<file path="config.mk">
export PLATFORM = sky130hd
export DESIGN_NAME = systolic_deskew
export DESIGN_NICKNAME = d
export VERILOG_FILES = /design/src/rtl/systolic_deskew.sv
export SDC_FILE = /design/constraint.sdc
export NUM_CORES = 1
export LEC_CHECK = 0
export BUFFER_PORTS_ARGS = -buffer_cell sky130_fd_sc_hd__buf_2
export CELL_PAD_IN_SITES_DETAIL_PLACEMENT = 0
export CELL_PAD_IN_SITES_GLOBAL_PLACEMENT = 1
export CORE_ASPECT_RATIO = 2
export CORE_MARGIN = 2
export CORE_UTILIZATION = 45
export DETAILED_ROUTE_END_ITERATION = 8
export PLACE_DENSITY = 0.7
export SETUP_SLACK_MARGIN = 0.05
export SYNTH_ARGS = -nofsm -noshare
export SYNTH_HDL_FRONTEND = slang
export SYNTH_SLANG_ARGS = --single-unit
</file>
<file path="constraint.sdc">
create_clock -name clk -period 5.57 [get_ports clk]
set_clock_uncertainty 0.05 [all_clocks]
set_input_delay 1.114 -clock clk [delete_from_list [all_inputs] [get_ports clk]]
set_output_delay 1.114 -clock clk [all_outputs]
set_load 0.02 [all_outputs]
</file>
<file path="src/rtl/systolic_deskew.sv">
// Re-aligns the skewed bottom-row column streams of the systolic mesh into row vectors
// and buffers them in a FIFO drained over valid/ready. Optional lane clamp: DESKEW_RELU_EN.
module systolic_deskew #(
  parameter int N          = 4,
  parameter int DATA_WIDTH = 32,
  parameter int DEPTH      = 4
) (
  input  logic                         clk,
  input  logic                         rst,
  input  logic signed [DATA_WIDTH-1:0] col_data_in  [N],
  input  logic                         col_valid_in [N],
  output logic signed [DATA_WIDTH-1:0] out_data     [N],
  output logic                         out_valid,
  input  logic                         out_ready,
  output logic [$clog2(DEPTH+1)-1:0]   fifo_count,
  output logic                         overflow_err,
  output logic                         misalign_err,
  input  logic                         err_clear
);

  localparam int CW = $clog2(DEPTH+1);
  localparam int AW = $clog2(DEPTH);

  function automatic logic signed [DATA_WIDTH-1:0] clamp_lane(
    input logic signed [DATA_WIDTH-1:0] x
  );
`ifdef DESKEW_RELU_EN
    return x[DATA_WIDTH-1] ? '0 : x;
`else
    return x;
`endif
  endfunction

  logic signed [DATA_WIDTH-1:0] row_p1 [N];
  logic [N-1:0]                 vld_p1;

  // Stage p0 -> p1: column c is delayed N-1-c cycles so every lane of a row lines up
  for (genvar c = 0; c < N; c++) begin : g_col
    localparam int S = N - 1 - c;
    if (S == 0) begin : g_pass
      assign row_p1[c] = col_data_in[c];
      assign vld_p1[c] = col_valid_in[c];
    end else begin : g_dly
      logic signed [DATA_WIDTH-1:0] dly_data_p0 [S];
      logic [S-1:0]                 dly_vld_p0;

      always_ff @(posedge clk or posedge rst) begin
        if (rst) begin
          dly_vld_p0 <= '0;
        end else begin
          dly_vld_p0[0] <= col_valid_in[c];
          for (int i = 1; i < S; i++) dly_vld_p0[i] <= dly_vld_p0[i-1];
        end
      end

      always_ff @(posedge clk) begin
        dly_data_p0[0] <= col_data_in[c];
        for (int i = 1; i < S; i++) dly_data_p0[i] <= dly_data_p0[i-1];
      end

      assign row_p1[c] = dly_data_p0[S-1];
      assign vld_p1[c] = dly_vld_p0[S-1];
    end
  end

  logic signed [DATA_WIDTH-1:0] mem [DEPTH][N];
  logic [AW-1:0]                wr_ptr, rd_ptr;
  logic [CW-1:0]                count;
  logic                         row_all, row_any, full, pop, wr_en, ovf_evt, mis_evt;

  assign row_all   = &vld_p1;
  assign row_any   = |vld_p1;
  assign full      = (count == CW'(DEPTH));
  assign out_valid = (count != '0);
  assign pop       = out_valid && out_ready;
  // A pop in the same cycle frees the slot, so a full FIFO can still accept the row
  assign wr_en     = row_all && (!full || pop);
  assign ovf_evt   = row_all && full && !pop;
  assign mis_evt   = row_any && !row_all;

  // Stage p1 -> FIFO: clamp applied on write, no extra latency
  always_ff @(posedge clk) begin
    if (wr_en) begin
      for (int c = 0; c < N; c++) mem[wr_ptr][c] <= clamp_lane(row_p1[c]);
    end
  end

  always_ff @(posedge clk or posedge rst) begin
    if (rst) begin
      wr_ptr       <= '0;
      rd_ptr       <= '0;
      count        <= '0;
      overflow_err <= 1'b0;
      misalign_err <= 1'b0;
    end else begin
      if (wr_en) wr_ptr <= wr_ptr + AW'(1);
      if (pop)   rd_ptr <= rd_ptr + AW'(1);
      case ({wr_en, pop})
        2'b10:   count <= count + CW'(1);
        2'b01:   count <= count - CW'(1);
        default: count <= count;
      endcase
      // A new error event takes priority over a concurrent clear
      if (ovf_evt)        overflow_err <= 1'b1;
      else if (err_clear) overflow_err <= 1'b0;
      if (mis_evt)        misalign_err <= 1'b1;
      else if (err_clear) misalign_err <= 1'b0;
    end
  end

  assign fifo_count = count;

  always_comb begin
    for (int c = 0; c < N; c++) out_data[c] = out_valid ? mem[rd_ptr][c] : '0;
  end

endmodule

</file>
==> key figures, run 1 <==
Run status
  – Status: finished clean

CTS
  – Worst-Skew Late Latency: 610 ps
  – CTS root buf: clkbuf_16
  – Clock buffers created by TritonCTS: 59
  – CTS-repair resized insts: 0
  – H-tree levels: 2
  – Cts hold-fix bufs: 0
  – Clk pin slew, worst setup/hold paths: 70 ps
  – Setup Buffers After CTS: 0
  – Clk sinks: 719
  – CTS tree: done
  – CTS Buffer Depth: 3

Worst setup path
  – R2R Path End: mem[2][36]
  – Critical Path Start: rd_ptr[0]
  – Kind of critical path: flip-flop to primary output
  – R2R cell count: 4
  – CP Launch Type: flip-flop
  – Worst r2r src: fifo_count[2]
  – Worst Path Max Fanout: 25
  – WP data arrival: 2830 ps
  – R2R setup slack: 2950 ps
  – CP Capture Type: primary output
  – CP required: 4410 ps

Finish
  – Filler cells: 4160
  – P&R area growth vs syn: 17.45%
  – Final #Nets: 1499
  – Fraction of layout cells with a size suffix above 1: 0.3686
  – Layout Cells excl Fill: 2076

Logic synthesis
  – Most area-hungry cell type in the Yosys netlist: edfxtp_1
  – Mapped Area: 23830 µm²
  – Synth area leaders: edfxtp_1 65%, dfxtp_1 16%, mux4_2 12%
  – Yosys warnings: 0
  – Avg Inst Size Synth: 22.57 µm²
  – Synth Register Bits: 719
  – Post-synthesis sequential area ratio: 0.8221
  – Syn nets: 1198
  – Post-synth top area share: 0.6451
  – Syn Inst Count: 1056
  – Cell variety after synth: 26

Place
  – IO buf count: 269
  – DP HPWL: 25750 µm
  – Dpl cells: 1961
  – Routability cong.: 0.7130

Timing
  – Setup TNS: 0 ps
  – Fin crit period: 3996 ps
  – Final hold vios: 0
  – Period utilization: 0.7174
  – Tightest Pin Transition: 834.2 ps
  – Max-slew headroom: 0.4439
  – Fmax: 250.3 MHz
  – RSZ-0062 raised after global routing: no
  – Final Setup Violations: 0
  – Max Transition Viols Final: 0
  – Worst hold slack: 264.5 ps

Power and ir drop
  – Power, Total: 14.11 mW
  – Peak VDD IR: 0.4814 mV
  – Pleak: 9.861 nW
  – Cell Pwr Density: 504.2 nW/µm²

Route
  – ANT nets after route: 0
  – Detailed Route WL: 44350 µm
  – Via Count: 10.62k
  – Wire per inst: 21.36 µm
  – Via density: 5.115
  – # DRC: 0
  – 1st-iter DRT viols: 704
  – TritonRoute pass-1 iters: 4

Global routing
  – Largest net degree at the start of global routing: 117
  – Vias in the first global route: 11.38k
  – Initial antenna violation count: 11
  – GRT Util Overall: 0.1612
  – Total global routing overflow: 0
  – First-pass GRT wire length: 67250 µm

Die
  – Initial Util: 0.4534
  – Die height: 329.5 µm
  – Core Area: 52560 µm²
  – Full die area: 54930 µm²
  – DIE WIDTH: 166.7 µm
  – # IOs: 270
  – Std-Cell Rows: 119

Hold path
  – Worst Hold End: g_col[0].g_dly.dly_data_p0[0][36]
  – Worst min path class: flip-flop to flip-flop
  – HP Start: g_col[0].g_dly.dly_data_p0[0][4]
  – Hold path depth: 0

Run
  – Max capacitance violation total: 0
[synthesized netlist by cell type]
| cell type | n |
|---|---|
| nand2_1 | 1 |
| fa_1 | 1 |
| or4b_1 | 1 |
| xor2_1 | 3 |
| nor2_1 | 1 |
| mux2_2 | 1 |
| and2_1 | 133 |
| nand4_1 | 1 |
| edfxtp_1 | 512 |
| nor2b_4 | 1 |
| buf_4 | 1 |
| dfrtp_1 | 15 |
| buf_2 | 15 |
| or4_1 | 1 |
| mux2i_1 | 1 |
| ha_1 | 5 |
| o21ai_0 | 1 |
| o22ai_1 | 1 |
| xnor2_1 | 3 |
| inv_1 | 9 |
| clkbuf_1 | 16 |
| buf_6 | 11 |
| or3_1 | 1 |
| mux4_2 | 128 |
| dfxtp_1 | 192 |
| nand3_1 | 1 |
[layout make-up]
type	instances	area, µm²	share of cell area
Multi-Input combinational cell	285	3954	0.1413
Clock inverter	26	271.5	0.009700
Tap cell	665	832.0	0.02973
Sequential cell	719	19600	0.7003
Timing Repair Buffer	283	1539	0.05498
Inverter	9	33.78	0.001207
Clock buffer	86	1752	0.06258
Antenna cell	3	7.507	0.0002682
[worst max path at each step]
| stage | endpoint | slack, ps | cells past startpoint |
|---|---|---|---|
| 2_1_floorplan | mem[0][0] | 550 | 3 |
| 3_3_place_gp | mem[2][44] | 2120 | 5 |
| 3_5_place_dp | mem[2][44] | 2080 | 5 |
| 4_1_cts | out_data[66] | 1460 | 4 |
| 5_1_grt | out_data[66] | 1380 | 4 |
| 6_report | out_data[66] | 1570 | 4 |
[per-stage QoR]
stage / area, µm² / utilization / setup WS (ps)
3_3_place_gp: 25960 / 0.4939 / 2118
4_1_cts: 27980 / 0.5324 / 1460
6_report: 27990 / 0.5326 / 1574
3_5_place_dp: 25960 / 0.4939 / 2080
2_1_floorplan: 23830 / - / 549.5
5_1_grt: 27990 / 0.5325 / 1378
[cells in the final DEF (no fill, tap or decap), types with 9 or more instances in the layout]
master / count
and2_1: 129
clkbuf_16: 62
clkbuf_8: 11
clkbuf_1: 13
inv_1: 9
dfrtp_1: 13
edfxtp_1: 512
clkinv_2: 10
mux4_2: 128
dfxtp_1: 192
buf_2: 269
[cells by family (layout without fill, tap and decap cells)]
family / count (synthesis) / count (layout) / synth area share
and+or+nand+nor: 141 / 141 / 0.03727
muxes: 130 / 130 / 0.1218
adders and majority gates: 6 / 6 / 0.003465
DFF: 719 / 719 / 0.8221
other: 0 / 3 / 0
AOI/OAI and AO/OA: 2 / 2 / 0.0004725
buffers and inverters: 52 / 404 / 0.01260
xor gates and xnor gates: 6 / 6 / 0.002205
[sequential cells by signal, summed over array words and instances (netlist names)]
name and cells:
mem 512, g_col.g_dly.dly_data_p0 192, g_col.g_dly.dly_vld_p0 6, fifo_count 3, rd_ptr 2, wr_ptr 2
misalign_err 1, overflow_err 1
[per-layer routing]
metal / vias to the layer above / global-route usage / part of all wire
met5: - / 0 / 0.0016
met2: 296 / 0.2943 / 0.53
li1: 4723 / - / -
met4: 12 / 0.05697 / 0.029
met1: 5508 / 0.1917 / 0.39
met3: 79 / 0.02872 / 0.045
[critical path, stage by stage (launching register included)]
cell     delay, ps
dfrtp_4        720
buf_4          540
mux4_2         600
and2_1         170
buf_2          150
[power breakdown]
| group | leakage [nW] | internal [mW] | total [mW] | switching [mW] |
|---|---|---|---|---|
| Clock | 0.988 | 2.39 | 4.22 | 1.83 |
| Combinational | 2.47 | 1.64 | 3.80 | 2.16 |
| Sequential | 6.41 | 5.94 | 6.10 | 0.154 |
| Total | 9.86 | 9.97 | 14.1 | 4.15 |
Power figures use the tool's default switching activity.
==> run 2, diff against run 1 <==
==> constraint.sdc (replaced) <==
create_clock -name clk -period 4.16 [get_ports clk]
set_clock_uncertainty 0.05 [all_clocks]
set_input_delay 0.832 -clock clk [delete_from_list [all_inputs] [get_ports clk]]
set_output_delay 0.832 -clock clk [all_outputs]
set_load 0.02 [all_outputs]
==> key figures, run 2 (synthesis gave the netlist of run 1 again) <==
Run status
  – Status: finished clean

Run
  – Max capacitance violation total: 0

Global routing
  – GRT Util Overall: 0.1622
  – Initial antenna violation count: 6
  – Largest net degree at the start of global routing: 89
  – First-pass GRT wire length: 67630 µm
  – Vias in the first global route: 11.60k
  – Total global routing overflow: 0

Die
  – Full die area: 54930 µm²
  – Std-Cell Rows: 119
  – DIE WIDTH: 166.7 µm
  – Core Area: 52560 µm²
  – Die height: 329.5 µm
  – # IOs: 270
  – Initial Util: 0.4534

Timing
  – Fmax: 277.9 MHz
  – Max Transition Viols Final: 0
  – Tightest Pin Transition: 867.9 ps
  – Final hold vios: 0
  – Max-slew headroom: 0.4214
  – Setup TNS: 0 ps
  – Worst hold slack: 230.3 ps
  – Fin crit period: 3598 ps
  – Period utilization: 0.8650
  – RSZ-0062 raised after global routing: no
  – Final Setup Violations: 0

Finish
  – Final #Nets: 1504
  – Commonest non-fill, non-tap cell in the layout: edfxtp_1
  – P&R area growth vs syn: 18.03%
  – Fraction of layout cells with a size suffix above 1: 0.3671
  – Layout Cells excl Fill: 2076
  – Most frequent cells in the layout: 512 x edfxtp_1, 269 x buf_2, 192 x dfxtp_1
  – Registers with the most flip-flops: mem: 512 flops, g_col.g_dly.dly_data_p0: 192 flops, g_col.g_dly.dly_vld_p0: 6 flops
  – Max reg flops: 512
  – Antenna cells: 0
  – Largest Register: mem

Route
  – DR top layer: met5
  – 1st-iter DRT viols: 717
  – Via density: 5.091
  – DRT met1 WL: 17330 µm
  – TritonRoute pass-1 iters: 4
  – ANT nets after route: 0
  – Met3 wire length: 2446 µm
  – Wire per inst: 21.28 µm
  – Via Count: 10.57k
  – DR WL met2: 23200 µm
  – # DRC: 0
  – Detailed Route WL: 44170 µm

Place
  – DP HPWL: 26030 µm
  – Dpl cells: 1968
  – Routability cong.: 0.6976
  – IO buf count: 269

Power and ir drop
  – Sw Pwr: 5.489 mW
  – Pleak: 9.914 nW
  – Peak VDD IR: 0.4342 mV
  – Sw Share: 0.2883
  – Cell internal pwr: 13.55 mW
  – Sequential share of power: 0.430
  – Gate power share: 0.269
  – Cell Pwr Density: 676.9 nW/µm²
  – Part of the power in the clock network: 0.301

CTS
  – CTS tree: done
  – Clk pin slew, worst setup/hold paths: 70 ps
  – Cts hold-fix bufs: 0
  – Clk sinks: 719
  – Setup Buffers After CTS: 0
  – Clock buffers created by TritonCTS: 57
  – Worst-Skew Late Latency: 600 ps
  – CTS root buf: clkbuf_16
  – CTS Buffer Depth: 3
  – H-tree levels: 2
  – CTS-repair resized insts: 0

Worst setup path
  – CP required: 3280 ps
  – CP Capture Type: primary output
  – Worst Path Max Fanout: 27
  – WP data arrival: 2720 ps
  – CP Launch Type: flip-flop
  – Kind of critical path: flip-flop to primary output

Hold path
  – Worst min path class: input pin to asynchronous set/reset pin
## run 2: path summary, 6_finish.rpt
kind / from / to / slack [ps] / cells after the start
min: rst / misalign_err / 230 / 2
min reg2reg: g_col[0].g_dly.dly_data_p0[0][2] / g_col[0].g_dly.dly_data_p0[0][34] / 270 / 0
min in group clk: g_col[0].g_dly.dly_data_p0[0][2] / g_col[0].g_dly.dly_data_p0[0][34] / 270 / 0
max reg2reg: fifo_count[0] / fifo_count[2] / 1710 / 8
max in group asynchronous: rst / rd_ptr[1] / 3390 / 2
max: rd_ptr[0] / out_data[104] / 560 / 4
## run 2: layout make-up
cell class	instances	area [µm²]
clock buffers	78	1608
inverters	9	33.78
flip-flops and latches	719	19600
well taps	665	832.0
repair buffers	290	1679
clock inverters	30	422.9
multi-input cells	285	3954
fillers	4150	24430
## run 2: power by group through the flow
stage	Sequential [mW]	Clock, mW	Combinational, mW
2_1_floorplan	8.21	0	3.68
3_3_place_gp	8.34	0	5.22
3_5_place_dp	8.36	0	5.25
4_1_cts	8.20	5.91	5.26
5_1_grt	8.23	6.18	5.51
6_report	8.19	5.73	5.11
## run 2: worst max-delay path: stages, from the launching register on
cell and delay [ps]:
dfrtp_4 840, buf_12 330, mux4_2 580, and2_1 190, buf_2 150
## run 2: per-stage QoR
| step | util | worst slack, ps | instance area, µm² | total power [mW] |
|---|---|---|---|---|
| 3_5_place_dp | 0.4966 | 1123 | 26100 | 13.62 |
| 2_1_floorplan | - | 854.2 | 23840 | 11.89 |
| 3_3_place_gp | 0.4966 | 1127 | 26100 | 13.57 |
| 4_1_cts | 0.5352 | 445.1 | 28130 | 19.38 |
| 6_report | 0.5352 | 561.6 | 28130 | 19.04 |
| 5_1_grt | 0.5352 | 399.8 | 28130 | 19.92 |
## run 2: per-layer routing
layer,vias to the layer above,GRT usage
met3,73,0.03220
met2,321,0.2902
met5,-,0
met1,5430,0.1981
met4,10,0.05247
li1,4734,-
